--- src/rtl/led_seq_ctrl.sv ---
// LED bank sequencer: accepts pattern commands over valid/ready and drives an
// active-low LED register in static, rotate, bounce or blink mode.
module led_seq_ctrl #(
    parameter int unsigned LED_W = 8,
    parameter int unsigned DIV_W = 24
) (
    input  logic             clk,
    input  logic             rst,
    input  logic             cmd_valid_i,
    output logic             cmd_ready_o,
    input  logic [1:0]       cmd_op_i,
    input  logic [LED_W-1:0] cmd_arg_i,
    input  logic [DIV_W-1:0] cmd_div_i,
    output logic [LED_W-1:0] led_o,
    output logic             tick_o,
    output logic [2:0]       state_o
);

    localparam int unsigned PosW = $clog2(LED_W);
    localparam logic [LED_W-1:0] LedOne = LED_W'(1);
    localparam logic [PosW-1:0] PosMax = PosW'(LED_W - 1);

    typedef enum logic [2:0] {
        StIdle   = 3'd0,
        StLoad   = 3'd1,
        StRotate = 3'd2,
        StBounce = 3'd3,
        StBlink  = 3'd4
    } state_e;

    typedef enum logic [1:0] {
        OpStatic = 2'd0,
        OpRotate = 2'd1,
        OpBounce = 2'd2,
        OpBlink  = 2'd3
    } op_e;

    state_e           state_q;
    op_e              op_q;
    logic [LED_W-1:0] arg_q;
    logic [DIV_W-1:0] div_q;
    logic [DIV_W-1:0] cnt_q;
    logic [PosW-1:0]  pos_q;
    logic             dir_q;   // 0 = moving up, 1 = moving down
    logic             phase_q;
    logic [LED_W-1:0] led_q;
    logic             ready_q;

    logic             active;
    logic             tick;
    logic             accept;
    logic [PosW-1:0]  pos_step;
    logic [LED_W-1:0] step_led;
    logic [LED_W-1:0] load_led;

    // Prescaler tick, handshake and the LED value one pattern step ahead.
    always_comb begin
        active   = (state_q == StRotate) || (state_q == StBounce) || (state_q == StBlink);
        tick     = active && (cnt_q == div_q);
        accept   = cmd_valid_i && ready_q;
        pos_step = dir_q ? (pos_q - PosW'(1)) : (pos_q + PosW'(1));
        step_led = led_q;
        case (state_q)
            StRotate: step_led = {led_q[LED_W-2:0], led_q[LED_W-1]};
            StBounce: step_led = ~(LedOne << pos_step);
            // Next phase is ~phase_q: odd phases are dark.
            StBlink:  step_led = phase_q ? arg_q : '1;
            default:  step_led = led_q;
        endcase
        load_led = (op_q == OpBounce) ? ~LedOne : arg_q;
    end

    // Mode FSM with prescaler, pattern state and registered outputs.
    always_ff @(posedge clk or posedge rst) begin
        if (rst) begin
            state_q <= StIdle;
            op_q    <= OpStatic;
            arg_q   <= '0;
            div_q   <= '0;
            cnt_q   <= '0;
            pos_q   <= '0;
            dir_q   <= 1'b0;
            phase_q <= 1'b0;
            led_q   <= '1;
            ready_q <= 1'b1;
        end else if (state_q == StLoad) begin
            cnt_q   <= '0;
            pos_q   <= '0;
            dir_q   <= 1'b0;
            phase_q <= 1'b0;
            led_q   <= load_led;
            ready_q <= 1'b1;
            case (op_q)
                OpRotate: state_q <= StRotate;
                OpBounce: state_q <= StBounce;
                OpBlink:  state_q <= StBlink;
                default:  state_q <= StIdle;
            endcase
        end else begin
            // A tick on the accept edge still lands on led; LOAD overwrites it.
            if (tick) begin
                cnt_q <= '0;
                led_q <= step_led;
                if (state_q == StBounce) begin
                    pos_q <= pos_step;
                    if (pos_step == PosMax) begin
                        dir_q <= 1'b1;
                    end else if (pos_step == '0) begin
                        dir_q <= 1'b0;
                    end
                end
                if (state_q == StBlink) begin
                    phase_q <= ~phase_q;
                end
            end else if (active) begin
                cnt_q <= cnt_q + DIV_W'(1);
            end
            if (accept) begin
                op_q    <= op_e'(cmd_op_i);
                arg_q   <= cmd_arg_i;
                div_q   <= cmd_div_i;
                state_q <= StLoad;
                ready_q <= 1'b0;
            end
        end
    end

    assign cmd_ready_o = ready_q;
    assign led_o       = led_q;
    assign tick_o      = tick;
    assign state_o     = state_q;

endmodule

--- config.mk ---
export PLATFORM = sky130hd
export DESIGN_NAME = led_seq_ctrl
export DESIGN_NICKNAME = d
export VERILOG_FILES = /design/src/rtl/led_seq_ctrl.sv
export SDC_FILE = /design/constraint.sdc
export NUM_CORES = 1
export LEC_CHECK = 0
export ABC_CLOCK_PERIOD_IN_PS = 2150
export BUFFER_PORTS_ARGS = -buffer_cell sky130_fd_sc_hd__buf_2
export CAP_MARGIN = 10
export CORE_ASPECT_RATIO = 1.2
export CORE_MARGIN = 5
export CORE_UTILIZATION = 39
export DETAILED_ROUTE_END_ITERATION = 7
export GPL_TIMING_DRIVEN = 1
export HOLD_SLACK_MARGIN = 0.08
export PLACE_DENSITY = 0.57
export RECOVER_POWER = 25
export SYNTH_ARGS = -nofsm -noshare
export SYNTH_HDL_FRONTEND = slang
export SYNTH_SLANG_ARGS = --single-unit
export TNS_END_PERCENT = 50
--- constraint.sdc ---
create_clock -name clk -period 2.15 [get_ports clk]
set_input_delay 0 -clock clk [delete_from_list [all_inputs] [get_ports clk]]
set_output_delay 0 -clock clk [all_outputs]
set_load 0.05 [all_outputs]
==> results of run 1 <==
==> registers in the layout, summed over array words and instances, names as in the netlist <==
| register | count |
|---|---|
| op_q | 2 |
| pos_q | 3 |
| phase_q | 1 |
| cnt_q | 24 |
| div_q | 24 |
| arg_q | 8 |
| dir_q | 1 |
| led_o | 8 |
| state_o | 3 |
| cmd_ready_o | 1 |
==> worst paths after layout <==
check | from | endpoint | slack [ps] | cells past startpoint
setup / recovery | cnt_q[7] | tick_o | 100 | 7
hold / removal | cmd_valid_i | cmd_ready_o | 360 | 3
setup reg to reg | cmd_ready_o | div_q[5] | 120 | 3
hold reg to reg | cmd_ready_o | cmd_ready_o | 490 | 2
max in group asynchronous | rst | state_o[0] | 880 | 4
min in group asynchronous | rst | div_q[18] | 560 | 4
==> synth_stat cells, types with 2 or more instances <==
library cell  instances
dfrtp_1              66
xor2_1               37
mux2_2               34
nor2_1               30
nand2_1              21
a21oi_1              19
inv_1                19
nand3_1              12
o22ai_1              12
xnor2_1              11
dfstp_2               9
ha_1                  9
buf_2                 8
mux2i_1               8
nand4_1               8
and4_1                6
clkbuf_1              6
a221oi_1              5
o211ai_1              5
o21ai_0               5
or2_2                 5
nor3_1                4
nor3_2                4
nor4_2                4
a211o_1               3
a211oi_1              3
buf_6                 3
a2bb2oi_1             2
a32oi_1               2
and2_1                2
and3_1                2
nor4_1                2
==> power groups by stage <==
stage | logic (mW) | clock network [mW] | registers, mW
floorplan | 1.93 | 0 | 2.68
global placement | 2.88 | 0 | 2.42
detailed placement | 2.93 | 0 | 2.44
CTS | 3.03 | 1.43 | 2.41
global route | 3.37 | 1.51 | 2.48
finish | 3.07 | 1.40 | 2.40
==> layout make-up <==
cell class              instances  area [µm²]
clock buffers                  13         260
clock inverters                 3        15.0
fillers                       973        5110
inverters                      19        71.3
multi-input cells             279        2190
flip-flops and latches         75        1890
well taps                     129         161
repair buffers                112         818
==> timing repair <==
action                                  CTS  global route
gates resized for setup                   7            10
endpoints found under the hold margin   111             0
hold buffers                             36             0
pin swaps                                 2             6
endpoints found under the setup margin    1            42
buffers inserted                          2             4
==> cell families (layout without fill, tap and decap cells) <==
group           count (synthesis)  count (layout)  synth area share (%)
fa+ha+maj                      10              10                  3.17
compound gates                 66              66                  10.6
flops                          75              75                  45.1
mux                            42              42                  11.1
buf+inv                        37             147                  4.09
simple gates                  113             113                  16.0
xor+xnor                       48              48                  10.0
==> routing by layer <==
| metal | global-route usage (%) | vias to the layer above | wire length (µm) | part of all wire [%] |
|---|---|---|---|---|
| met5 | 0 | - | 0 | 0 |
| met4 | 8.55 | 0 | 275 | 2.8 |
| met3 | 2.40 | 18 | 293 | 3.0 |
| met2 | 29.0 | 53 | 5180 | 53 |
| met1 | 19.4 | 1618 | 4060 | 41 |
| li1 | - | 1608 | - | - |
==> worst max-delay path, stage by stage, from the launching register on <==
cell and delay (ps):
dfrtp_1 420, xor2_1 190, nor4_2 240, buf_4 170
and4_4 260, nand2_1 100, nor2_2 150, buf_6 170
==> impl_results.md, run 1 <==
- TritonRoute pass-1 iters: 4
- Cells after synthesis: 391
- Final wirelength: 9.81 mm
- TritonCTS clock tree: built
- Synth Warn #: 0
- I/O Buffers: 49
- Vias/cell: between 5 and 6
- Final Critical Period: slightly above 2000 ps
- Largest net degree at the start of global routing: between 70 and 80
- CP required: 2150 ps
- Synthesized cell area: 0.00419 mm²
- Setup TNS: 0 ps
- Worst-path clk slew: 60 ps
- Final ANT Viol Nets: 0
- Commonest non-fill, non-tap cell in the layout: dfrtp_1
- Max clock buf depth: 2
- I/O pin total: 50
- Critical path launch point type: flip-flop
- Placement Cell Area: 0.00467 mm²
- Syn nets: between 400 and 500
- Async set or reset register ratio after synthesis: 100%
- Chip Height: 123 µm
- Max-Cap Viols: 0
- Sw Share: between 30% and 40%
- Cell Pwr Density: 1270 mW/mm²
- Internal power: 4.13 mW
- Gr ovfl total: 0
- Sequential Power Share: between 30% and 40%
- Pre-CTS setup slack: 72.5 ps
- Post-route cell area: between 0.005 and 0.006 mm²
- Standard-cell rows: a little over 40
- Worst setup path class: flip-flop to primary output
- DIE WIDTH: 105 µm
- Vias in the first global route: 3504
- Setup ws final: 105 ps
- CTS Buf Count: 9
- Post-synth top area share: 39.5%
- Ant. Diodes: 0
- Fmax: 489 MHz
- Seq/Total Area, Yosys: 45.1%
- Starting Density: 39.8%
- Worst-Margin Slew: 1030 ps
- Sink Count: 75
- Distinct cell type count after synthesis: 57
- Power after layout: ~7 mW
- P&R area growth vs syn: 29.2%
- DRC: 0
- H-tree depth: 3
- Crit-path max FO: 5
- Layout cells sized above 1: between 30 and 40%
- Slew HR: 31.3%
- Run status: finished, final reports clean
- Total core area: 0.0105 mm²
- Commonest cells after routing, fill and taps aside: 63 x dfrtp_1, 48 x buf_2, 37 x xor2_1
- Non-Filler Instances: 630
- Die ar.: 0.0129 mm²
- Initial antenna violation count: 0
- Via count: 3297
- Power share of the clock group: roughly a fifth
- Yosys top cell by area: dfrtp_1
- Setup-failing EPs final: 0
- Worst Setup End Kind: primary output
- First-pass GRT wire length: 16.9 mm
- Final nets: 543
- Hold Slack: 363 ps
- Post-layout util: 51.4%
- RSZ-0062 raised after global routing: yes
- Combinational cell fraction of total power: around 45%
- Worst Hold Class: input port to flip-flop
- Pleak: 2.42 nW
- Avg WL per Cell: about 16 µm
- Synthesized area per cell: about 11 µm²
- Placed insts: 572
- Switching Power: 2.74 mW
- Main synth FF type: dfrtp_1
- Worst Clk Skew: roughly 8.7 ps
- CP Data Arrival Time: between 2000 and 2500 ps
- GRT Util Overall: around 16%
- DP HPWL: 7.02 mm
- Crit share post-route: between 90% and 100%
- Slew Limit Fails: 0
- Yosys reg bits: 75
- Root buffer cell: clkbuf_16
- Max VDD drop: 0.000599 V
- RePlAce Congestion: a little over 0.8
- Fin. Hold Viols: 0
- Synth top area cells: dfrtp_1 39%, mux2_2 9.1%, xor2_1 7.7%
- Number of synthesized flops with an enable pin: 0
- Initial DRC Count: 137
- Clk_lat worst skew: 340 ps
(Power assumes the default switching activity.)
==> run 2, diff against run 1 <==
--- a/config.mk
+++ b/config.mk
@@ -8,13 +8,15 @@
 export ABC_CLOCK_PERIOD_IN_PS = 2150
 export BUFFER_PORTS_ARGS = -buffer_cell sky130_fd_sc_hd__buf_2
 export CAP_MARGIN = 10
+export CELL_PAD_IN_SITES_DETAIL_PLACEMENT = 0
+export CELL_PAD_IN_SITES_GLOBAL_PLACEMENT = 2
 export CORE_ASPECT_RATIO = 1.2
 export CORE_MARGIN = 5
-export CORE_UTILIZATION = 39
+export CORE_UTILIZATION = 34
 export DETAILED_ROUTE_END_ITERATION = 7
 export GPL_TIMING_DRIVEN = 1
 export HOLD_SLACK_MARGIN = 0.08
-export PLACE_DENSITY = 0.57
+export PLACE_DENSITY = 0.77
 export RECOVER_POWER = 25
 export SYNTH_ARGS = -nofsm -noshare
 export SYNTH_HDL_FRONTEND = slang
==> run 2 against run 1 <==
Effect of this change:
- clock power about the same
- clock-buffer cell count is 1 higher
- fmax decreased by 2.9%
- cell count increased by 4.9%
- sequential share of layout area fell by 0.19 points
- sequential cell count did not move
- utilization fell by 6.6 points
- combinational power grew 2%
- critical path depth unchanged
- largest cell class unchanged
- power up 1.2%
- highest routed layer unchanged
==> impl_results.md, run 2 (synthesized netlist as in run 1, its figures left out) <==
- Max VDD drop: 0.000446 V (-26%)
- DIE WIDTH: 111 µm (+6.4%)
- Crit-path max FO: 6 (+1)
- Initial DRC Count: 165 (+20%)
- Post-route cell area: 0.00544 mm² (+0.49%)
- CTS Buf Count: 9 (unchanged)
- Starting Density: 34.6% (-5.2 points)
- Largest net degree at the start of global routing: 76 (unchanged)
- Regs by FF count: cnt_q x24, div_q x24
- Via count: 3283 (-0.42%)
- First-pass GRT wire length: 17.4 mm (+2.7%)
- RSZ-0062 raised after global routing: yes
- Final ANT Viol Nets: 0 (unchanged)
- Register area: 0.00189 mm² (about the same)
- Cell Pwr Density: 1280 mW/mm² (+0.72%)
- Total core area: 0.0121 mm² (+15%)
- H-tree depth: 3 (unchanged)
- Critical path launch point type: flip-flop
- P&R area growth vs syn: 29.9%
- Worst-Margin Slew: 1050 ps (+17.8 ps)
- Run status: finished, final reports clean
- Gr ovfl total: 0 (unchanged)
- TritonRoute pass-1 iters: 4 (unchanged)
- Commonest non-fill, non-tap cell in the layout: dfrtp_1
- Layout cells sized above 1: 32.0% (-0.53 points)
- Final wirelength: 10.4 mm (+5.6%)
- Non-Filler Instances: 661 (+4.9%)
- Die ar.: 0.0146 mm² (+13%)
- Standard-cell rows: 44 (+7.3%)
- Initial antenna violation count: 0 (unchanged)
- Fin. Hold Viols: 0 (unchanged)
- Worst Hold Class: input port to flip-flop
- Placement Cell Area: 0.00472 mm² (+1.0%)
- Crit share post-route: 98.0% (+2.8 points)
- Ant. Diodes: 0 (unchanged)
- Multi-input gate area: 0.00219 mm² (-0.29%)
- I/O pin total: 50 (unchanged)
- Hold Slack: 370 ps (+6.85 ps)
- RePlAce Congestion: 0.821 (+1.6%)
- Root buffer cell: clkbuf_16
- TritonCTS clock tree: built
- GRT Util Overall: 14.8% (-1.6 points)
- Worst Clk Skew: 8.93 ps (+0.204 ps)
- Clk_lat worst skew: 340 ps (about the same)
- Sink Count: 75 (unchanged)
- Post-layout util: 44.9% (-6.6 points)
- Crit-path cells: xor2_1 > nor4_4 > buf_4 > nand4_2 > buf_6 > o311a_1 > a21o_1
- Final Critical Period: 2110 ps (+61.2 ps)
- Setup-failing EPs final: 0 (unchanged)
- Vias/cell: 4.97 (-5.1%)
- CP Data Arrival Time: 2340 ps (+290 ps)
- DP HPWL: 7.31 mm (+4.0%)
- Worst-path clk slew: 60 ps (about the same)
- Vias in the first global route: 3384 (-3.4%)
- Avg WL per Cell: 15.7 µm (+0.66%)
- Pleak: 2.40 nW (-0.88%)
- Power after layout: 6.95 mW (+1.2%)
- Max clock buf depth: 2 (unchanged)
- Worst Setup End Kind: flip-flop
- Placed insts: 605 (+5.8%)
- Slew Limit Fails: 0 (unchanged)
- CP required: 2380 ps (+230 ps)
- Fill cells: 1191 (+22%)
- I/O Buffers: 49 (unchanged)
- Commonest cells after routing, fill and taps aside: 64 x dfrtp_1, 48 x buf_2, 37 x xor2_1
- DRC: 0 (unchanged)
- Max-Cap Viols: 0 (unchanged)
- Chip Height: 132 µm (+6.5%)
- Slew HR: 30.2% (-1.2 points)
- Fmax: 475 MHz (-2.9%)
- Slowest stage delay, CP: 460 ps (+40 ps)
- CP max-delay cell: dfrtp_2
- Final nets: 542 (-0.18%)
- Worst setup path class: flip-flop to flip-flop
==> run 2: cell count changes in the layout (fill, tap and decap cells not counted), sizes merged <==
cell,previous run,this run
clkinv,3,1
buf,75,74
clkbuf,14,15
clkinvlp,0,1
==> run 2: per-layer routing <==
| metal | track usage, % | up-vias | wire, µm |
|---|---|---|---|
| li1 | - | 1609 | - |
| met1 | 18.1 | 1617 | 4460 |
| met2 | 25.7 | 45 | 5400 |
| met3 | 2.71 | 12 | 334 |
| met4 | 5.61 | 0 | 165 |
| met5 | 0 | - | 0 |
==> run 2: area by class of cell <==
class	instances	area share [%]
inverter	19	1.31
clock buffer	14	4.86
multi-input combinational	279	40.2
tap	161	3.71
sequential	75	34.8
clock inverter	2	0.230
timing repair buffer	111	14.9
==> run 2: timing repair <==
item | in CTS | in global routing
pin swaps | 0 | 4
hold buffers | 36 | 0
gates resized for setup | 3 | 11
setup buffers | 0 | 4
endpoints found under the hold margin | 105 | 0
setup endpoints to repair | 1 | 5
==> run 2: critical path: cells and delay by family (launching register included) <==
family / cells / cell delay (ps)
AOI/OAI and AO/OA: 2 / 470
buffers and inverters: 2 / 350
xor gates and xnor gates: 1 / 190
and+or+nand+nor: 2 / 530
DFF: 1 / 460
==> run 2: final timing paths <==
| check | from | end | slack (ps) | cells past startpoint |
|---|---|---|---|---|
| setup / recovery | cnt_q[0] | dir_q | 40 | 7 |
| hold / removal | cmd_valid_i | cmd_ready_o | 370 | 3 |
| setup reg to reg | cnt_q[0] | dir_q | 40 | 7 |
| hold reg to reg | cmd_ready_o | cmd_ready_o | 490 | 2 |
| max in group asynchronous | rst | cnt_q[14] | 840 | 4 |
| min in group asynchronous | rst | arg_q[0] | 560 | 4 |
==> run 2: where the power goes <==
part           switching [mW]  internal [mW]
sequential              0.419           1.97
clock                   0.576          0.844
combinational            1.81           1.33
total                    2.80           4.15
==> run 2: metrics by stage <==
step	setup TNS [ps]	setup slack, ps
6_report	0	43.7
5_1_grt	-58.2	-26.4
4_1_cts	0	12.8
3_5_place_dp	0	34.6
3_3_place_gp	0	55.8
2_1_floorplan	0	71.4
